$ cat config.mk
export PLATFORM = sky130hd
export DESIGN_NAME = logic_unit_pipe
export DESIGN_NICKNAME = d
export VERILOG_FILES = /design/src/rtl/logic_unit_pipe.sv
export SDC_FILE = /design/constraint.sdc
export NUM_CORES = 1
export LEC_CHECK = 0
export ABC_AREA = 1
export CAP_MARGIN = 15
export CORE_MARGIN = 2
export CORE_UTILIZATION = 69
export CTS_CLUSTER_SIZE = 16
export DETAILED_ROUTE_END_ITERATION = 12
export DONT_BUFFER_PORTS = 1
export PLACE_DENSITY_LB_ADDON = 0.1
export SLEW_MARGIN = 20
export SYNTH_ARGS = -nofsm -noshare
export SYNTH_HDL_FRONTEND = slang
export SYNTH_SLANG_ARGS = --single-unit
$ cat constraint.sdc
create_clock -name clk -period 6.9 [get_ports clk]
set_input_delay 1.38 -clock clk [delete_from_list [all_inputs] [get_ports clk]]
set_output_delay 1.38 -clock clk [all_outputs]
set_load 0.02 [all_outputs]
$ cat src/rtl/logic_unit_pipe.sv
// logic_unit_pipe: per-beat bitwise logic op with an optional accumulator
// feeding operand B. One output register stage sits behind a valid/ready
// handshake and supports full backpressure.

// One result bit. The top instantiates one of these per bit position.
module logic_unit_bit (
  input  logic       a,
  input  logic       b,
  input  logic [2:0] op,
  output logic       y
);
  // Decode the op for this bit position.
  always_comb begin
    case (op)
      3'd0:    y = a & b;
      3'd1:    y = a | b;
      3'd2:    y = ~a;
      3'd3:    y = ~(a & b);
      3'd4:    y = ~(a | b);
      3'd5:    y = a ^ b;
      3'd6:    y = ~(a ^ b);
      default: y = a;
    endcase
  end
endmodule

module logic_unit_pipe #(
  parameter int unsigned      WIDTH    = 8,
  parameter logic [WIDTH-1:0] ACC_INIT = {WIDTH{1'b0}}
) (
  input  logic             clk,
  input  logic             rst,
  input  logic             in_valid,
  output logic             in_ready,
  input  logic [WIDTH-1:0] in_a,
  input  logic [WIDTH-1:0] in_b,
  input  logic [2:0]       in_op,
  input  logic             in_acc,
  input  logic             acc_clr,
  output logic             out_valid,
  input  logic             out_ready,
  output logic [WIDTH-1:0] out_y,
  output logic             out_zero,
  output logic             out_parity,
  output logic [WIDTH-1:0] acc_q
);
  logic [WIDTH-1:0] acc;
  logic [WIDTH-1:0] opb;
  logic [WIDTH-1:0] res;
  logic             accept;

  // The output slot can take a beat if it is empty or being drained this cycle.
  assign in_ready = ~out_valid | out_ready;
  assign accept   = in_valid & in_ready;
  assign opb      = in_acc ? acc : in_b;
  assign acc_q    = acc;

  for (genvar i = 0; i < int'(WIDTH); i++) begin : g_bit
    logic_unit_bit u_bit (
      .a  (in_a[i]),
      .b  (opb[i]),
      .op (in_op),
      .y  (res[i])
    );
  end

  // Output register: load on accept, otherwise drop valid once consumed.
  // Registers only ever load from res on accept, so idle input values never
  // reach state.
  always_ff @(posedge clk) begin
    if (rst) begin
      out_valid  <= 1'b0;
      out_y      <= '0;
      out_zero   <= 1'b0;
      out_parity <= 1'b0;
    end else if (accept) begin
      out_valid  <= 1'b1;
      out_y      <= res;
      out_zero   <= (res == '0);
      out_parity <= ^res;
    end else if (out_ready) begin
      out_valid  <= 1'b0;
    end
  end

  // Accumulator tracks every accepted result; a clear in the same cycle wins.
  always_ff @(posedge clk) begin
    if (rst) begin
      acc <= ACC_INIT;
    end else if (acc_clr) begin
      acc <= ACC_INIT;
    end else if (accept) begin
      acc <= res;
    end
  end
endmodule

Yosys cells after proc, flatten, opt, wreduce, memory -nomap -nowiden

Cells that the tools add are included.

Equal/unequal tests: 6
Multiplexer cells: 11
Bitwise gates (word level): 59
Reduce and logical (&&, ||, !) cells: 5

Operators by type and width:

| cell                 | number |
|---|---|
| $pmux W1 S7          | 8 |
| $not A1 Y1           | 33 |
| $and A1 B1 Y1        | 9 |
| $eq A3 B3 Y1 const B | 3 |
| $or A1 B1 Y1         | 9 |
| $logic_not A8 Y1     | 1 |
| $mux W8              | 1 |
| $reduce_xor A8 Y1    | 1 |
| $xor A1 B1 Y1        | 8 |
| $eq A3 B2 Y1 const B | 2 |
| $eq A3 B1 Y1 const B | 1 |
| $logic_not A3 Y1     | 1 |
| $mux W1              | 2 |
| $reduce_bool A2 Y1   | 1 |
| $reduce_or A2 Y1     | 1 |

Register bits after elaboration: 19
Input port bits: 25
Output and inout bits: 20
Logic and storage cells: 86

Longest topological paths before layout

Gate-level depths: netlist of the first run.

Depth after elaboration: 5
Mapped depth: 16
Depth with buffers taken out: 16

By module

From an unflattened synthesis of the first run, not the netlist that was laid out.

Cell total of the unflattened synthesis: 311
Area total of the unflattened synthesis: 1,848.0 µm²

By module, submodules not included:

| module          | instances | cells an instance | area each (µm²) | seq. area each (µm²) |
|---|---|---|---|---|
| logic_unit_bit  | 8         | 24                | 117.6           | 0.0 |
| logic_unit_pipe | 1         | 119               | 907.1           | 380.4 |

Worst setup path after synthesis of the first run

Ideal clock, no wire load.

Kind: input-to-reg
From: input in_acc
To: register out_parity
Setup time: 0.115 ns
Arrival time: 3.123 ns
Path slack: 3.661 ns
Stages on the path: 15
Path through: clkbuf_1 > nand2_1 > o21ai_0 > ha_1 > inv_1 > nand3_1 > nand2_1 > nor2_1 > nand2_1 > nand2_1 > ha_1 > xor2_1 > xnor2_1 > o21ai_0 > inv_1

Cells in the longest elaborated chain, start to end: 5
Elaborated cells on any way between the ends: 58

Ends and longest elaborated chain:

| what                                        | RTL line   | RTL |
|---|---|---|
| start: declaration                          | 38         | `input logic in_acc,` |
| $mux W8 *                                   | 55         | `assign opb = in_acc ? acc : in_b;` |
| $xor A1 B1 Y1, or another cell as far along | 20, 21     |  |
| $not A1 Y1, on equally long branches        | 21, 18, 19 |  |
| $pmux W1 S7                                 | 14         | `case (op)` |
| $reduce_xor A8 Y1 *                         | 80         | `out_parity <= ^res;` |
| end signal: assignment                      | 80         |  |
| end: declaration                            | 44         | `output logic out_parity,` |

Every way passes the cells marked *; elsewhere a longest branch is shown, timed or not.
A chain may end at the register's enable or synchronous reset.

Final worst setup path of the first run

From: input in_op[0]
To: register out_parity

Cells in the longest elaborated chain, start to end: 3
Elaborated cells on any way between the ends: 16

Ends and longest elaborated chain:

| what                                       | RTL line | RTL |
|---|---|---|
| start: declaration                         | 37       | `input logic [2:0] in_op,` |
| $eq A3 B3 Y1, or another cell as far along | 14       |  |
| $pmux W1 S7                                | 14       |  |
| $reduce_xor A8 Y1 *                        | 80       |  |

Marks and branches as above.

==> run metrics, run 1 <==
total track usage=25.8%; Crit Path Max Fanout=16; HPWL after detailed placement=2990 um; Reg clk slew, reported paths=100 ps; Rows=18; hold_ws=563 ps; share of the synthesized area in the top cell type=20.9%; total congestion overflow=0; P&R area growth vs syn=-0.275%; fill count=246; antenna diode count=0; sw frac=37.4%; WP buf/inv=1; largest net degree at the start of global routing=28; crit start category=input pin; vias in the first global route=1633; Final Net Count=347; WP data arrival=3440 ps; Worst path max stage delay=770 ps; Bufs on Longest Clock Path=2; final setup violation count=0; Overall Power=283 uW; sequential area share after synthesis=20.9%; Crit path required time=7100 ps; # Post-CTS Setup Buffers=0; Max Slew Vio Count=0; Starting Density=72.8%; die span in y=55.4 um; Synth area leader=dfxtp_1; FF+latch area=380 um2; setup TNS=0 ps; VDD IR max=0.208 mV; Syn Nets=355; sequential share of power=46.8%; share of layout cells above drive strength 1=2.66%; Syn Inst Count=310; Hold Path Class=reg -> reg; area of the multi-input gates=1170 um2; synth top area cells=dfxtp_1 21%, nand2_1 19%, ha_1 14%, nand3_1 13%, inv_1 11%; flops & latches, synth=19; relative slew slack=30.3%; fmax=309 MHz; syn_area_per_cell=5.87 um2; critical path class=in -> reg; Detail Route Antenna Nets=0; total die area=3070 um2; PwrDens=156 nW/um2; Internal Power=177 uW; first-pass iteration count of the detailed router=4; H-tree depth=1; Horiz. Die Dim=55.4 um; Worst-Skew Late Latency=300 ps; Vias/cell=5.51; Yosys cell types=23; gpl congestion=0.869; final period utilization=46.9%; Tmin final=3240 ps; DRC viols=0; core area=2500 um2; RSZ-0062 raised after global routing=false; CP Cell Sequence=nor2_1, nand3_1, nand2_1, nor2_1, nand2_1, nand2_1, ha_1, xnor2_1, xnor2_1, o21ai_0, inv_1; critical path's top delay family=simple AND/OR/NAND/NOR gates; CTS Root Cell=clkbuf_4; MaxCap Viol Count=0; initial DRC count=99; Port Buffer Count=0; CTS Hold Buffers Added=0; IO Pins=45; Critical-path top delay cell=nor2_1; share of total power in the clock network=19.5%; Resized cells post-CTS=0; Crit. End Element=flop; average routed wire per standard cell=11.9 um; status=finished, final reports clean; antenna violations before repair=0; Syn. warnings=0; NetSw=106 uW; clk sink count=19; DRT Wirelength=3940 um; cts bufs inserted=3; Layout Skew=6.52 ps; global-route wire length before repair=6600 um; Lkg Pwr=0.00101 uW; Hold Vio Cnt, Final=0; Post-Syn Area=1820 um2; Logic pwr share=33.6%; Vias=1824; cell mode on critical path=nand2_1; CTS tree=built; Worst Max-Slew Pin Slew=1040 ps
## synth_stat cells, drive strengths merged
| cell type | count |
|---|---|
| nand2 | 93 |
| inv | 52 |
| nand3 | 47 |
| nor2 | 24 |
| ha | 20 |
| dfxtp | 19 |
| a21oi | 17 |
| buf | 10 |
| o21ai | 9 |
| nand4 | 8 |
| clkbuf | 3 |
| clkinv | 2 |
| xnor2 | 2 |
| a41oi | 1 |
| nor3 | 1 |
| or2 | 1 |
| xor2 | 1 |
## flip-flops by register name (all words and copies together), names as in the netlist
| register | flops |
|---|---|
| out_y | 8 |
| out_parity | 1 |
| acc_q | 8 |
| out_valid | 1 |
| out_zero | 1 |
## layer usage
metal / global-route usage [%] / share of wire (%) / vias to the layer above
li1: - / - / 956
met4: 4.18 / 0.33 / 0
met3: 7.49 / 8.2 / 2
met5: 0 / 0 / -
met1: 32.5 / 45 / 791
met2: 44.0 / 46 / 75
## placed cells by master (no fill, tap or decap), drive strengths merged
cell type / netlist / layout
dfxtp: 19 / 19
a21oi: 17 / 17
or2: 1 / 1
nor2: 24 / 24
nand3: 47 / 47
xor2: 1 / 1
xnor2: 2 / 2
ha: 20 / 20
nand4: 8 / 8
clkbuf: 3 / 4
clkinv: 2 / 2
nand2: 93 / 93
o21ai: 9 / 9
a41oi: 1 / 1
nor3: 1 / 1
inv: 52 / 52
## cell type report
class | count | area share, %
Inverter | 54 | 11.2
Tap cell | 30 | 2.07
Multi-Input combinational cell | 224 | 64.4
Clock buffer | 4 | 1.45
Sequential cell | 19 | 21.0
## power by group through the flow
stage          Sequential (uW)  Combinational (uW)  Clock (uW)
2_1_floorplan              134                83.3           0
3_3_place_gp               135                91.9           0
3_5_place_dp               135                94.4           0
4_1_cts                    133                95.0        56.0
5_1_grt                    134                 110        60.1
6_report                   133                95.2        55.3
## through the flow
stage | std cells | worst slack, ps | instance area [um2] | utilization [%]
final | 331 | 3660 | 1820 | 72.6
after global routing | 331 | 3420 | 1820 | 72.6
after CTS | 331 | 3730 | 1820 | 72.6
after floorplan | 310 | 3660 | 1820 | -
after global placement | 327 | 3460 | 1790 | 71.6
after detailed placement | 327 | 3410 | 1790 | 71.6
## tightest hold or removal path: stages (launching register included)
cell	delay, ps
dfxtp_1	390
nand2_1	90
a21oi_1	60
## path summary, 6_finish.rpt
path,start,endpoint,slack (ps),cells past startpoint
worst max-delay path,in_op[0],out_parity,3660,11
worst min-delay path,out_y[4],out_y[4],560,2
worst max register to register,acc_q[6],out_parity,4490,15
worst min register to register,out_y[4],out_y[4],560,2
## logic make-up (layout without fill, tap and decap cells)
family | after synthesis | after routing | synth area share (%)
buffers and inverters | 67 | 58 | 14.9
DFF | 19 | 19 | 20.9
xor gates and xnor gates | 3 | 3 | 1.44
AOI/OAI and AO/OA | 27 | 27 | 7.63
and+or+nand+nor | 174 | 174 | 41.4
adders and majority gates | 20 | 20 | 13.7
Note: power is estimated with default switching activity, not from simulation.
==> inputs of run 2 (changes only) <==
- CORE_UTILIZATION: 69 -> 58
- clock period: 6.9 -> 2.7 ns (I/O delays scaled with it)
==> run 2 against run 1 <==
Against the previous run:
- utilization down 11 points
- wire length up 4.4%
- register-to-register slack got worse by 4100 ps
- non-clock buffer count grew 6
- hold slack worse by 270 ps
- worst setup slack worse by 3200 ps
- clock skew fell by 0.51 ps
- final area increased by 3.4%
- critical endpoint unchanged
- sequential share of layout area decreased by 0.70 points
- clock power rose by 150%
- highest routed layer unchanged
- via count down 0.44%
- largest cell class unchanged
==> run metrics, run 2 (synthesis gave the netlist of run 1 again) <==
average routed wire per standard cell=11.7 um; vias in the first global route=1555; DRC viols=0; Reg clk slew, reported paths=100 ps; Rows=20; crit start category=flop; Resized cells post-CTS=0; Port Buffer Count=0; Lkg Pwr=0.00104 uW; gpl congestion=0.900; WP data arrival=2470 ps; fmax=440 MHz; CTS tree=built; sw frac=36.5%; setup TNS=0 ps; area of the multi-input gates=1170 um2; Worst-Skew Late Latency=290 ps; Layout Skew=6.01 ps; Vias/cell=5.17; total die area=3600 um2; H-tree depth=1; Bufs on Longest Clock Path=2; final instance area=1880 um2; total congestion overflow=0; Vias=1816; share of layout cells above drive strength 1=4.56%; WP buf/inv=3; largest net degree at the start of global routing=28; IO Pins=45; most common cell after layout, fill and taps aside=nand2_1; final setup margin=429 ps; Starting Density=60.1%; Critical-path top delay cell=dfxtp_1; final setup violation count=0; cts bufs inserted=3; NetSw=263 uW; clk sink count=19; RSZ-0062 raised after global routing=false; hold_ws=298 ps; Worst path max stage delay=480 ps; critical path class=reg -> reg; placed instance area=1850 um2; critical path's top delay family=adder cells; HPWL after detailed placement=3170 um; total track usage=24.2%; post-place setup slack=321 ps; cell mode on critical path=nand2_1; core area=3030 um2; # Post-CTS Setup Buffers=0; MaxCap Viol Count=0; Overall Power=720 uW; Tmin final=2270 ps; antenna diode count=0; CTS Root Cell=clkbuf_4; FF+latch area=380 um2; Internal Power=457 uW; Logic pwr share=34.4%; DRT Wirelength=4120 um; antenna violations before repair=0; global-route wire length before repair=6730 um; sequential share of power=46.7%; Horiz. Die Dim=60.0 um; Detail Route Antenna Nets=0; die span in y=60.0 um; relative slew slack=75.1%; Crit path required time=2900 ps; Final Net Count=353; share of total power in the clock network=19.0%; Crit. End Element=flop; CTS Hold Buffers Added=0; first-pass iteration count of the detailed router=4; Hold Path Class=in -> reg; initial DRC count=77; P&R area growth vs syn=3.16%; CP Cell Sequence=inv_1, nand2_1, o21ai_0, ha_1, inv_1, nand3_1, nand2_1, nor2_1, nand2_1, nand2_1, ha_1, xnor2_1, xnor2_1, o21ai_0, inv_1; final period utilization=84.1%; Hold Vio Cnt, Final=0; fill count=310; Worst Max-Slew Pin Slew=373 ps; Crit Path Max Fanout=3; PwrDens=383 nW/um2; VDD IR max=0.335 mV; most frequent cells in the layout=93 x nand2_1, 51 x inv_1, 47 x nand3_1; status=finished, final reports clean; Max Slew Vio Count=0
-- run 2: changes by cell type in the layout (fill, tap and decap cells not counted) --
cell   delta
buf_4     +6
-- run 2: final cells by class --
type	count	area share, %
Tap cell	44	2.93
Sequential cell	19	20.3
Multi-Input combinational cell	224	62.2
Clock buffer	4	1.40
Inverter	54	10.8
Timing Repair Buffer	6	2.40
-- run 2: routing by layer --
metal | track usage [%] | up-vias | share of wire, %
met5 | 0 | - | 0
met4 | 2.86 | 0 | 0.78
met3 | 6.71 | 2 | 5.8
met2 | 42.1 | 47 | 48
met1 | 30.4 | 797 | 45
li1 | - | 970 | -
-- run 2: final timing paths --
check / startpoint / slack [ps] / end / cells after the start
worst min register to register: out_y[1] / 560 / out_y[1] / 2
worst min-delay path: rst / 300 / out_y[3] / 1
worst max-delay path: acc_q[2] / 430 / out_parity / 15
worst max register to register: acc_q[2] / 430 / out_parity / 15
-- run 2: through the flow --
stage	std cells	util, %
floorplan	310	-
global route	351	62.0
detailed placement	347	61.2
finish	351	62.0
CTS	351	62.0
global placement	347	61.2
-- run 2: power by group through the flow --
| stage | Combinational [uW] | Sequential (uW) | Clock, uW |
|---|---|---|---|
| finish | 247 | 336 | 137 |
| global placement | 246 | 343 | 0 |
| global route | 291 | 338 | 156 |
| CTS | 250 | 336 | 143 |
| floorplan | 213 | 342 | 0 |
| detailed placement | 249 | 343 | 0 |
-- run 2: worst reg2reg max path: stages, from the launching register on --
cell     delay, ps
dfxtp_1        480
inv_1           70
nand2_1         50
o21ai_0        140
ha_1           330
inv_1           60
nand3_1         70
nand2_1         80
nor2_1          40
nand2_1         80
nand2_1         60
ha_1           300
xnor2_1        180
xnor2_1         90
o21ai_0        130
inv_1           50
==> inputs of run 3 (changes only) <==
- CORE_UTILIZATION: 58 -> 64
- clock period: 2.7 -> 2.23 ns (I/O delays scaled with it)
==> run 3 against run 2 <==
Against the previous run:
- flip-flop and latch count stayed put
- clock-buffer cell count stayed put
- clock power is 21% higher
- final cell count is 0.57% higher
- combinational power is 51% higher
- critical path depth is 1 higher
- largest power group unchanged
==> run metrics, run 3 (synthesis gave the netlist of run 1 again) <==
status=finished, final reports clean; Detail Route Antenna Nets=0; hold_ws=206 ps; # placed instances=349; Horiz. Die Dim=57.3 um; total die area=3290 um2; critical path's top delay family=adder cells; most frequent cells in the layout=90 x nand2_1, 51 x inv_1, 47 x nand3_1; Tmin final=2060 ps; largest net degree at the start of global routing=28; Crit. End Element=flop; Layout Skew=5.65 ps; Critical-path top delay cell=dfxtp_2; total track usage=26.2%; IO Pins=45; PwrDens=463 nW/um2; placed instance area=1950 um2; fill count=242; CTS tree=built; initial DRC count=96; CP Cell Sequence=inv_1, nand2_1, o21ai_0, buf_4, ha_1, inv_1, nand3_1, nand2_1, nor2_1, nand2_1, nand2_2, ha_4, xnor2_2, xnor2_1, o21ai_1, inv_1; final period utilization=92.3%; total congestion overflow=0; final std cells w/o fill=353; final setup violation count=0; Lkg Pwr=0.00112 uW; WP data arrival=2250 ps; most common cell after layout, fill and taps aside=nand2_1; vias in the first global route=1676; Worst-Skew Late Latency=290 ps; share of layout cells above drive strength 1=12.4%; Hold Vio Cnt, Final=0; critical path class=reg -> reg; final instance area=2030 um2; global-route wire length before repair=6980 um; core area=2730 um2; Reg clk slew, reported paths=100 ps; Final Net Count=368; die span in y=57.3 um; WP buf/inv=4; Crit path required time=2420 ps; clk sink count=19; antenna violations before repair=0; DRT Wirelength=4210 um; # Post-CTS Setup Buffers=0; setup TNS=0 ps; Crit Path Max Fanout=2; average routed wire per standard cell=11.9 um; Bufs on Longest Clock Path=2; antenna diode count=0; VDD IR max=0.722 mV; MaxCap Viol Count=0; Starting Density=66.6%; HPWL after detailed placement=3290 um; DRC viols=0; Max Slew Vio Count=0; Rows=19; first-pass iteration count of the detailed router=4; fmax=486 MHz; Worst Max-Slew Pin Slew=325 ps; crit start category=flop; Hold Path Class=in -> reg; Util after Layout=74.4%; Worst path max stage delay=330 ps; gpl congestion=0.930; relative slew slack=78.3%; CTS Root Cell=clkbuf_4; cts bufs inserted=3; H-tree depth=1; Port Buffer Count=0; Vias=1900; P&R area growth vs syn=11.7%; Vias/cell=5.38
-- run 3: changes by cell type in the layout (fill, tap and decap cells not counted), sizes merged --
cell  previous run  this run
buf              6        21
-- run 3: power breakdown --
group	switching (uW)	internal, uW	leakage [uW]
logic	209	164	0.000948
registers	37.5	364	0.000157
clock network	96.6	69.5	0.0000150
total	343	598	0.00112
-- run 3: path summary, 6_finish.rpt --
path | startpoint | endpoint | slack [ps] | cells past startpoint
worst min-delay path | rst | out_y[0] | 210 | 1
worst max-delay path | acc_q[3] | out_parity | 170 | 16
worst min register to register | out_y[7] | out_y[7] | 560 | 2
worst max register to register | acc_q[3] | out_parity | 170 | 16
-- run 3: layout make-up --
class / count / area [um2] / share of cell area [%]
sequential: 19 / 384 / 18.9
tap: 31 / 38.8 / 1.91
timing repair buffer: 21 / 158 / 7.75
inverter: 54 / 203 / 9.97
multi-input combinational: 224 / 1220 / 60.2
clock buffer: 4 / 26.3 / 1.29
-- run 3: what timing repair did --
| item | in CTS | in global routing |
|---|---|---|
| setup endpoints to repair | 0 | 1 |
| gates resized for setup | 0 | 16 |
| hold endpoints to repair | 0 | 0 |
| hold buffers | 0 | 0 |
-- run 3: metrics by stage --
stage / worst slack, ps / power (uW)
after global routing: -19.0 / 1010
after global placement: 6.86 / 737
after floorplan: 4.53 / 672
after CTS: 55.4 / 914
final: 171 / 941
after detailed placement: -37.8 / 746
-- run 3: layer usage --
layer | wire length (um) | global-route usage (%) | vias to the layer above
met3 | 274 | 4.76 | 4
met4 | 36 | 3.99 | 0
li1 | - | - | 998
met5 | 0 | 0 | -
met1 | 1850 | 34.1 | 841
met2 | 2050 | 46.1 | 57
-- run 3: worst reg2reg max path, cell delays in order, from the launching register on --
cell and delay [ps]:
dfxtp_2 330, inv_1 40, nand2_1 50, o21ai_0 70, buf_4 140, ha_1 290
inv_1 40, nand3_1 70, nand2_1 50, nor2_1 90, nand2_1 80, nand2_2 90
ha_4 200, xnor2_2 130, xnor2_1 130, o21ai_1 120, inv_1 40
